--- src/rtl/wbi_arb_pkg.sv ---
// wbi_arb_pkg: shared types and constants for the four-port command arbiter.
package wbi_arb_pkg;
  localparam int NPORT = 4;
  localparam int TID_HI = 3;
  localparam int TID_LO = 2;
  typedef enum logic {ARB, LOCK} state_t;
endpackage

--- src/rtl/wbi_rr_pick.sv ---
// wbi_rr_pick: round-robin pick of the first request after ptr (ptr+1 .. ptr+4 mod 4).
module wbi_rr_pick
  import wbi_arb_pkg::*;
(
  input  logic [NPORT-1:0] req,
  input  logic [1:0]       ptr,
  output logic [1:0]       idx,
  output logic             vld
);
  always_comb begin
    idx = ptr;
    for (int i = NPORT; i >= 1; i--) if (req[2'(ptr + i)]) idx = 2'(ptr + i);
  end
  assign vld = |req;
endmodule

--- src/rtl/wbi_cmd_arb.sv ---
// wbi_cmd_arb: 4-master round-robin command arbiter with write-burst locking and tid-routed responses.
// Optional LOCK watchdog compiled in with macro WBI_ARB_WDOG_EN.
module wbi_cmd_arb
  import wbi_arb_pkg::*;
#(
  parameter int AW       = 32,
  parameter int DW       = 32,
  parameter int BW       = 4,
  parameter int BL       = 10,
  parameter int WDOG_CYC = 16
) (
  input  logic                clk_i,
  input  logic                rst_i,
  input  logic [NPORT-1:0]    m_cmd_val_i,
  output logic [NPORT-1:0]    m_cmd_wrdy_o,
  input  logic [NPORT*AW-1:0] m_cmd_adr_i,
  input  logic [NPORT-1:0]    m_cmd_we_i,
  input  logic [NPORT*DW-1:0] m_cmd_dat_i,
  input  logic [NPORT*BW-1:0] m_cmd_sel_i,
  input  logic [NPORT*4-1:0]  m_cmd_tid_i,
  input  logic [NPORT*BL-1:0] m_cmd_bl_i,
  output logic                s_cmd_val_o,
  input  logic                s_cmd_wrdy_i,
  output logic [AW-1:0]       s_cmd_adr_o,
  output logic                s_cmd_we_o,
  output logic [DW-1:0]       s_cmd_dat_o,
  output logic [BW-1:0]       s_cmd_sel_o,
  output logic [3:0]          s_cmd_tid_o,
  output logic [BL-1:0]       s_cmd_bl_o,
  input  logic                s_res_rval_i,
  output logic                s_res_rrdy_o,
  input  logic [DW-1:0]       s_res_dat_i,
  input  logic                s_res_lack_i,
  input  logic                s_res_err_i,
  input  logic [3:0]          s_res_tid_i,
  output logic [NPORT-1:0]    m_res_rval_o,
  input  logic [NPORT-1:0]    m_res_rrdy_i,
  output logic [DW-1:0]       m_res_dat_o,
  output logic                m_res_lack_o,
  output logic                m_res_err_o,
  output logic [3:0]          m_res_tid_o,
  output logic [1:0]          gnt_o,
  output logic                wdog_err_o
);
  state_t        state, state_n;
  logic [1:0]    rr_ptr, rr_n, lock_port, lp_n, last_gnt, pidx, gnt, rp;
  logic [BL-1:0] beat_cnt, cnt_n, bl_g;
  logic          pvld, gv, acc, lock;
  logic [NPORT*4-1:0] unused_tid;

  wbi_rr_pick u_pick (.req(m_cmd_val_i), .ptr(rr_ptr), .idx(pidx), .vld(pvld));

  assign lock = state == LOCK;
  assign gnt  = lock ? lock_port : pvld ? pidx : last_gnt;
  assign gv   = !rst_i && (lock ? m_cmd_val_i[lock_port] : pvld);
  assign acc  = gv && s_cmd_wrdy_i;
  assign bl_g = m_cmd_bl_i[gnt*BL +: BL];

  assign gnt_o        = rst_i ? 2'd0 : gnt;
  assign s_cmd_val_o  = gv;
  assign m_cmd_wrdy_o = gv ? {3'b0, s_cmd_wrdy_i} << gnt : '0;
  assign s_cmd_adr_o  = gv ? m_cmd_adr_i[gnt*AW +: AW] : '0;
  assign s_cmd_dat_o  = gv ? m_cmd_dat_i[gnt*DW +: DW] : '0;
  assign s_cmd_sel_o  = gv ? m_cmd_sel_i[gnt*BW +: BW] : '0;
  assign s_cmd_we_o   = gv & m_cmd_we_i[gnt];
  assign s_cmd_bl_o   = gv ? bl_g : '0;
  assign s_cmd_tid_o  = gv ? {gnt, m_cmd_tid_i[gnt*4 +: 2]} : '0;
  assign unused_tid   = m_cmd_tid_i;

  // Responses carry their destination port in the tid, independent of the command grant.
  assign rp           = s_res_tid_i[TID_HI:TID_LO];
  assign m_res_rval_o = {3'b0, s_res_rval_i} << rp;
  assign s_res_rrdy_o = m_res_rrdy_i[rp];
  assign m_res_dat_o  = s_res_dat_i;
  assign m_res_lack_o = s_res_lack_i;
  assign m_res_err_o  = s_res_err_i;
  assign m_res_tid_o  = s_res_tid_i;

`ifdef WBI_ARB_WDOG_EN
  localparam int WCW = $clog2(WDOG_CYC + 1);
  logic [WCW-1:0] wd_cnt, wd_n;
  logic           werr_n;
`else
  logic unused_wdog;
  assign unused_wdog = WDOG_CYC[0];
  assign wdog_err_o  = 1'b0;
`endif

  always_comb begin
    state_n = state;
    rr_n    = rr_ptr;
    lp_n    = lock_port;
    cnt_n   = beat_cnt;
`ifdef WBI_ARB_WDOG_EN
    wd_n    = '0;
    werr_n  = 1'b0;
`endif
    if (!lock) begin
      if (acc) rr_n = gnt;
      if (acc && m_cmd_we_i[gnt] && bl_g > BL'(1)) begin
        state_n = LOCK;
        lp_n    = gnt;
        cnt_n   = bl_g - BL'(1);
      end
    end else if (acc) begin
      cnt_n = beat_cnt - BL'(beat_cnt != '0);
      if (beat_cnt <= BL'(1)) begin
        state_n = ARB;
        rr_n    = lock_port;
      end
    end
`ifdef WBI_ARB_WDOG_EN
    else if (wd_cnt == WCW'(WDOG_CYC - 1)) begin
      state_n = ARB;
      rr_n    = lock_port;
      werr_n  = 1'b1;
    end else wd_n = wd_cnt + WCW'(1);
`endif
  end

  always_ff @(posedge clk_i or posedge rst_i)
    if (rst_i) begin
      state     <= ARB;
      rr_ptr    <= 2'd3;
      lock_port <= '0;
      beat_cnt  <= '0;
      last_gnt  <= '0;
    end else begin
      state     <= state_n;
      rr_ptr    <= rr_n;
      lock_port <= lp_n;
      beat_cnt  <= cnt_n;
      last_gnt  <= gnt;
    end

`ifdef WBI_ARB_WDOG_EN
  always_ff @(posedge clk_i or posedge rst_i)
    if (rst_i) begin
      wd_cnt     <= '0;
      wdog_err_o <= 1'b0;
    end else begin
      wd_cnt     <= wd_n;
      wdog_err_o <= werr_n;
    end
`endif
endmodule

--- config.mk ---
export PLATFORM = sky130hd
export DESIGN_NAME = wbi_cmd_arb
export DESIGN_NICKNAME = d
export VERILOG_FILES = /design/src/rtl/wbi_arb_pkg.sv /design/src/rtl/wbi_rr_pick.sv /design/src/rtl/wbi_cmd_arb.sv
export SDC_FILE = /design/constraint.sdc
export NUM_CORES = 1
export LEC_CHECK = 0
export CAP_MARGIN = 20
export CELL_PAD_IN_SITES_DETAIL_PLACEMENT = 1
export CELL_PAD_IN_SITES_GLOBAL_PLACEMENT = 1
export CORE_AREA = 4 4 199 201
export DETAILED_ROUTE_END_ITERATION = 10
export DIE_AREA = 0 0 203 205
export GPL_TIMING_DRIVEN = 0
export PLACE_DENSITY = 0.66
export SLEW_MARGIN = 20
export SYNTH_ARGS = -nofsm -noshare
export SYNTH_HDL_FRONTEND = slang
export SYNTH_SLANG_ARGS = --single-unit
--- constraint.sdc ---
create_clock -name clk_i -period 4.4 [get_ports clk_i]
set_input_delay 0.44 -clock clk_i [delete_from_list [all_inputs] [get_ports clk_i]]
set_output_delay 0.44 -clock clk_i [all_outputs]
set_load 0.05 [all_outputs]
Yosys cells after proc, flatten, opt, wreduce, memory -nomap -nowiden. Index checks and enable logic that the tools add are counted.

Register bits: 17. Output and inout bits: 134.

Order comparisons: 9. Reductions and logical operators: 11. $add $sub $neg: 6. Multiplexer cells: 39. Equality and inequality tests: 2. Bitwise gates (word level): 2. Multiply operators: 1. Shift-type cells: 7.

Operator list (number): indexed part select 128 x 8 -> 32 bit (2); 2-to-1 mux 32 bit (2); 2-to-1 mux 10 bit (4); indexed part select 40 x 7 -> 10 bit (1); 2-to-1 mux 2 bit (11); less-than comparator 2 x 3 -> 1 bit, second input constant (7); indexed part select 16 x 5 -> 2 bit (1); indexed part select 16 x 5 -> 4 bit (1); binary-select mux 1 bit (select 2 bit) (7); 2-to-1 mux 1 bit (12); 2-to-1 mux 4 bit (3); greater-than comparator 10 x 1 -> 1 bit, second input constant (1); <= comparator 10 x 1 -> 1 bit, second input constant (1); nonzero test 10 bit (1); subtractor 10 x 1 -> 10 bit (1); subtractor 10 x 1 -> 10 bit, second input constant (1); << shifter 1 x 2 -> 4 bit (2); AND reduction 2 bit (3); multiplier 2 x 3 -> 5 bit, second input constant (1); adder 2 x 1 -> 2 bit, second input constant (2); adder 2 bit, second input constant (2); logical AND 1 bit (4); != test 2 x 1 -> 1 bit, second input constant (2); OR reduction 4 bit (1); 4 further kinds (4).

Depth between registers and ports, before layout. Gate-level depths: netlist of the first run.

Depth after elaboration: 15. Mapped depth: 16. Gate-level depth less buffers: 12.

Hierarchy. Synthesis of the first run repeated with hierarchy kept, for this count alone.

Cells, all modules: 452. Area total of the unflattened synthesis: 4640.7 sq um.

Modules (own cells, without submodules): wbi_cmd_arb (instances 1, cells each 438, area an instance 4568.1 sq um, sequential area each 427.9 sq um); wbi_rr_pick (instances 1, cells each 14, area an instance 72.6 sq um, sequential area each 0.0 sq um).

Worst setup path before layout of the first run. No wires, ideal clock.

Path kind: input port to output port. From: input port m_cmd_val_i[0]. To: output port s_cmd_dat_o[0]. Path slack: 0.286 ns. Path buffers: 3. Data arrival time: 3.674 ns. Stages on the path: 9. Cells stage by stage: or4_4 > o21ai_2 > o31a_2 > clkbuf_1 > clkbuf_1 > buf_1 > nand2_1 > and3_1 > a311oi_1.

Longest elaborated chain between the ends: 10. Elaborated cells on any way between the ends: 21. Classes of those cells: 1 x shift; 18 x mux; 2 x reduce/logical.

RTL lines: from (decl) (RTL line wbi_cmd_arb.sv:14) `input logic [NPORT-1:0] m_cmd_val_i,`; binary-select mux 1 bit (select 2 bit) (RTL line wbi_rr_pick.sv:12) `for (int i = NPORT; i >= 1; i--) if (req[2'(ptr + i)]) idx = 2'(ptr + i);`; 2-to-1 mux 1 bit (implied by the code) (RTL line wbi_rr_pick.sv:12); 2-to-1 mux 2 bit (4 in series) (RTL line wbi_rr_pick.sv:12); 2-to-1 mux 2 bit (2 in series) (RTL line wbi_cmd_arb.sv:54) `assign gnt = lock ? lock_port : pvld ? pidx : last_gnt;`; indexed part select 128 x 8 -> 32 bit (RTL line wbi_cmd_arb.sv:63) `assign s_cmd_dat_o = gv ? m_cmd_dat_i[gnt*DW +: DW] : '0;`; 2-to-1 mux 32 bit (*) (RTL line wbi_cmd_arb.sv:63); to (decl) (RTL line wbi_cmd_arb.sv:26) `output logic [DW-1:0] s_cmd_dat_o,`.

Mark *: on every way between the ends. The rest lies on a longest branch, timed or not. The select of a mux whose other input is x is not followed.

Final worst setup path of the first run.
From: input port m_cmd_val_i[0]. To: output port s_cmd_bl_o[3].

Longest elaborated chain between the ends: 11. Elaborated cells on any way between the ends: 22. Classes of those cells: 1 x mul; 1 x shift; 18 x mux; 2 x reduce/logical.

RTL lines: binary-select mux 1 bit (select 2 bit) (RTL line wbi_rr_pick.sv:12); 2-to-1 mux 1 bit (implied by the code) (RTL line wbi_rr_pick.sv:12); 2-to-1 mux 2 bit (4 in series) (RTL line wbi_rr_pick.sv:12); 2-to-1 mux 2 bit (2 in series) (RTL line wbi_cmd_arb.sv:54); multiplier 2 x 3 -> 5 bit (RTL line wbi_cmd_arb.sv:57) `assign bl_g = m_cmd_bl_i[gnt*BL +: BL];`; indexed part select 40 x 7 -> 10 bit (RTL line wbi_cmd_arb.sv:57); 2-to-1 mux 10 bit (*) (RTL line wbi_cmd_arb.sv:66) `assign s_cmd_bl_o = gv ? bl_g : '0;`; to (decl) (RTL line wbi_cmd_arb.sv:29) `output logic [BL-1:0] s_cmd_bl_o,`.

Marked as above.

==> results of run 1 <==
==> worst reg2reg max path, stage by stage (launching register included) <==
cell and delay (ns):
dfrtp_1 0.43, inv_2 0.08, clkbuf_1 0.38, o21ai_1 0.19, o21a_1 0.20, buf_4 0.19
inv_2 0.23, clkbuf_8 0.26, mux2_2 0.38, a22oi_2 0.21, buf_4 0.16, ha_2 0.23
nor2_1 0.09, o31ai_4 0.20, buf_4 0.19, nor2_4 0.08, mux2_1 0.36
==> power breakdown <==
group | switching [mW] | internal (mW)
logic | 4.06 | 1.84
clock network | 0.0689 | 0.123
registers | 0.0673 | 0.235
==> registers in the layout (all words and copies together) (netlist names) <==
signal     cells
beat_cnt      10
last_gnt       2
lock           1
lock_port      2
rr_ptr         2
==> area by class of cell <==
cell class / instances / area [µm²] / share of cell area
Antenna cell: 1 / 2.50 / 0.000254
Sequential cell: 17 / 428 / 0.0434
Clock buffer: 4 / 78.8 / 0.00799
Inverter: 20 / 75.1 / 0.00761
Buffer: 105 / 634 / 0.0643
Timing Repair Buffer: 475 / 4500 / 0.455
Tap cell: 511 / 639 / 0.0648
Multi-Input combinational cell: 612 / 3520 / 0.356
==> synthesized netlist by cell type (3+ instances only) <==
master	instances
mux2i_1	6
mux4_2	4
o21ai_1	6
dfrtp_1	15
xnor2_1	3
buf_4	40
inv_1	17
or3_1	3
a21oi_1	9
and2_1	5
and3_1	72
a221o_1	4
xor2_1	5
nand4_1	3
o21ai_0	10
clkbuf_1	55
buf_1	10
a222oi_1	4
nand3_1	10
nand2_1	306
mux2_2	7
o311ai_0	3
nor3_1	7
inv_2	3
o2111ai_1	3
nor2_1	31
ha_1	4
a311oi_1	70
==> what timing repair did <==
| item | 4_1_cts | 5_1_grt |
|---|---|---|
| buffers inserted | 0 | 5 |
| resized for setup | 342 | 142 |
| pin swaps | 0 | 2 |
| endpoints found under the setup margin | 100 | 89 |
| hold endpoints to repair | 0 | 0 |
==> how the worst max path moves through the flow <==
stage                        start              end  slack [ns]
global placement    m_cmd_val_i[1]  s_cmd_dat_o[31]       -1.89
global route        m_cmd_val_i[1]     lock_port[1]       -0.01
CTS                 m_cmd_val_i[0]   s_cmd_adr_o[8]      0.0005
detailed placement  m_cmd_val_i[1]  s_cmd_dat_o[31]       -1.90
finish              m_cmd_val_i[0]    s_cmd_bl_o[3]        0.13
floorplan           m_cmd_val_i[0]   s_cmd_dat_o[0]        0.29
==> through the flow <==
step | setup slack [ns] | TNS (ns) | utilization | hold slack, ns | std cells
6_report | 0.129 | 0 | 0.263 | 0.506 | 1745
3_5_place_dp | -1.90 | -120.34 | 0.261 | 0.493 | 1736
3_3_place_gp | -1.89 | -117.73 | 0.261 | 0.475 | 1736
4_1_cts | 0.000530 | 0 | 0.262 | 0.504 | 1739
5_1_grt | -0.0103 | -0.0257 | 0.263 | 0.560 | 1745
2_1_floorplan | 0.286 | 0 | - | 0.365 | 755
==> cells by family (layout without fill, tap and decap cells) <==
group,count (synthesis),count (layout),synth area share
AO/OA/AOI/OAI,132,132,0.245
XOR/XNOR,8,8,0.0156
adder cells (fa/ha/maj),4,4,0.0112
buffers and inverters,126,604,0.139
flip-flops,17,17,0.0955
multiplexers,19,19,0.0561
other,1,2,0.000837
AND/OR/NAND/NOR,448,448,0.437
==> metal layers <==
metal,GRT usage,vias to the layer above,share of wire
li1,-,3576,-
met1,0.192,3563,0.40
met2,0.309,303,0.52
met3,0.0367,25,0.070
met4,0.0199,2,0.010
met5,0,-,0.00019
==> results.tsv, run 1 <==
metric	value	unit
async_flop_share	1.00	
worst_slew_pin_slew	0.737	ns
syn_avg_cell_area	5.93	µm²
power	6.40	mW
critPathTopFamily	buffers and inverters	
crit_arrival	3.83	ns
track_usage	0.163	
synth-edff-count	0	
clk_path_buf_depth	2	
hp-class	reg -> reg	
clk_pin_slew	0.06	ns
status	finished clean	
start_kind	input pin	
clock_sinks	17	
clock_latency	0.26	ns
area_growth	120	%
cts-root-buf	clkbuf_16	
rows	71	
grt_pass1_vias	8090	
io_pins	516	
clock.fmax	0.234	GHz
dieArea	41600	µm²
layout_commonest_cell	clkdlybuf4s50_1	
grt_pass1_wl	52000	µm
min-delay-start	beat_cnt[7]	
cts_tree	built	
synth-seq-area-share	0.0955	
synth.area.top_cells	nand2_1, a311oi_1, and3_1	
vias	7469	
ctsHoldBuffers	0	
path_cells	clkdlybuf4s50_1 -> or4_4 -> o21ai_1 -> o21a_1 -> buf_4 -> inv_2 -> clkbuf_8 -> clkbuf_4 -> o21ai_0 -> nor2_1 -> dlygate4sd2_1	
die_x	203	µm
synth_top_area_frac	0.256	
drc_errors	0	
yosysWarnings	0	
path_class	in -> out	
leakagePower	4.23	nW
worst_r2r_path_depth	16	
slowest_stage	or4_4	
fillCellCount	4674	
htreeDepth	1	
wl	37100	µm
die_h	205	µm
avgRoutedWirePerCell	21.3	µm
cp_num_cells	11	
p_per_area	648	nW/µm²
slew_headroom	0.504	
whs_path_depth	2	
cp-end-kind	output port	
post_dp_cell_area	9820	µm²
nets	1620	
core	37600	µm²
viasPerCell	4.28	
skew	0.00404	ns
slowest_delay	0.60	ns
syn_nets	1141	
maxSlewViolCount	0	
ant_nets	0	
initial_core_util	0.119	
r2r-end	lock_port[0]	
drive_above_1_share	0.159	
rrSetupSlack	0.39	ns
grt_max_degree	18	
synth_flop_cell	dfrtp_1	
critPathBufInv	6	
place.gp.congestion	0.877	
ys_types	58	
drtIter0Drc	381	
post-route-min-period	4.27	ns
vdd_drop_max	0.000274	V
syn_inst	755	
final_cell_mix	clkdlybuf4s50_1, nand2_1, and3_1	
setup_violations	0	
required	3.96	ns
ys_ff_latch	17	
synth_top_area_cell	nand2_1	
dpl.hpwl	31200	µm
path_max_fanout	10	
syn-cell-area	4480	µm²
cts_inserted_buffers	3	
numPortBuffers	470	
finalCritPeriodShare	0.971	
post-route-cell-area	9870	µm²
antenna_found_initial	2	
overflow	0	
r2r_start	lock	
drt_pass1_iterations	4	
hold_viol	0	
hold_end	beat_cnt[7]	
max_cap_violations	0	
Note: power is estimated with default switching activity, not from simulation.
==> run 2: changes to the inputs <==
--- a/config.mk
+++ b/config.mk
@@ -17,3 +17,4 @@
 export SYNTH_ARGS = -nofsm -noshare
 export SYNTH_HDL_FRONTEND = slang
 export SYNTH_SLANG_ARGS = --single-unit
+export TNS_END_PERCENT = 100
==> results of run 2 <==
No change in the layout: final DEF, timing and power equal those of run 1.
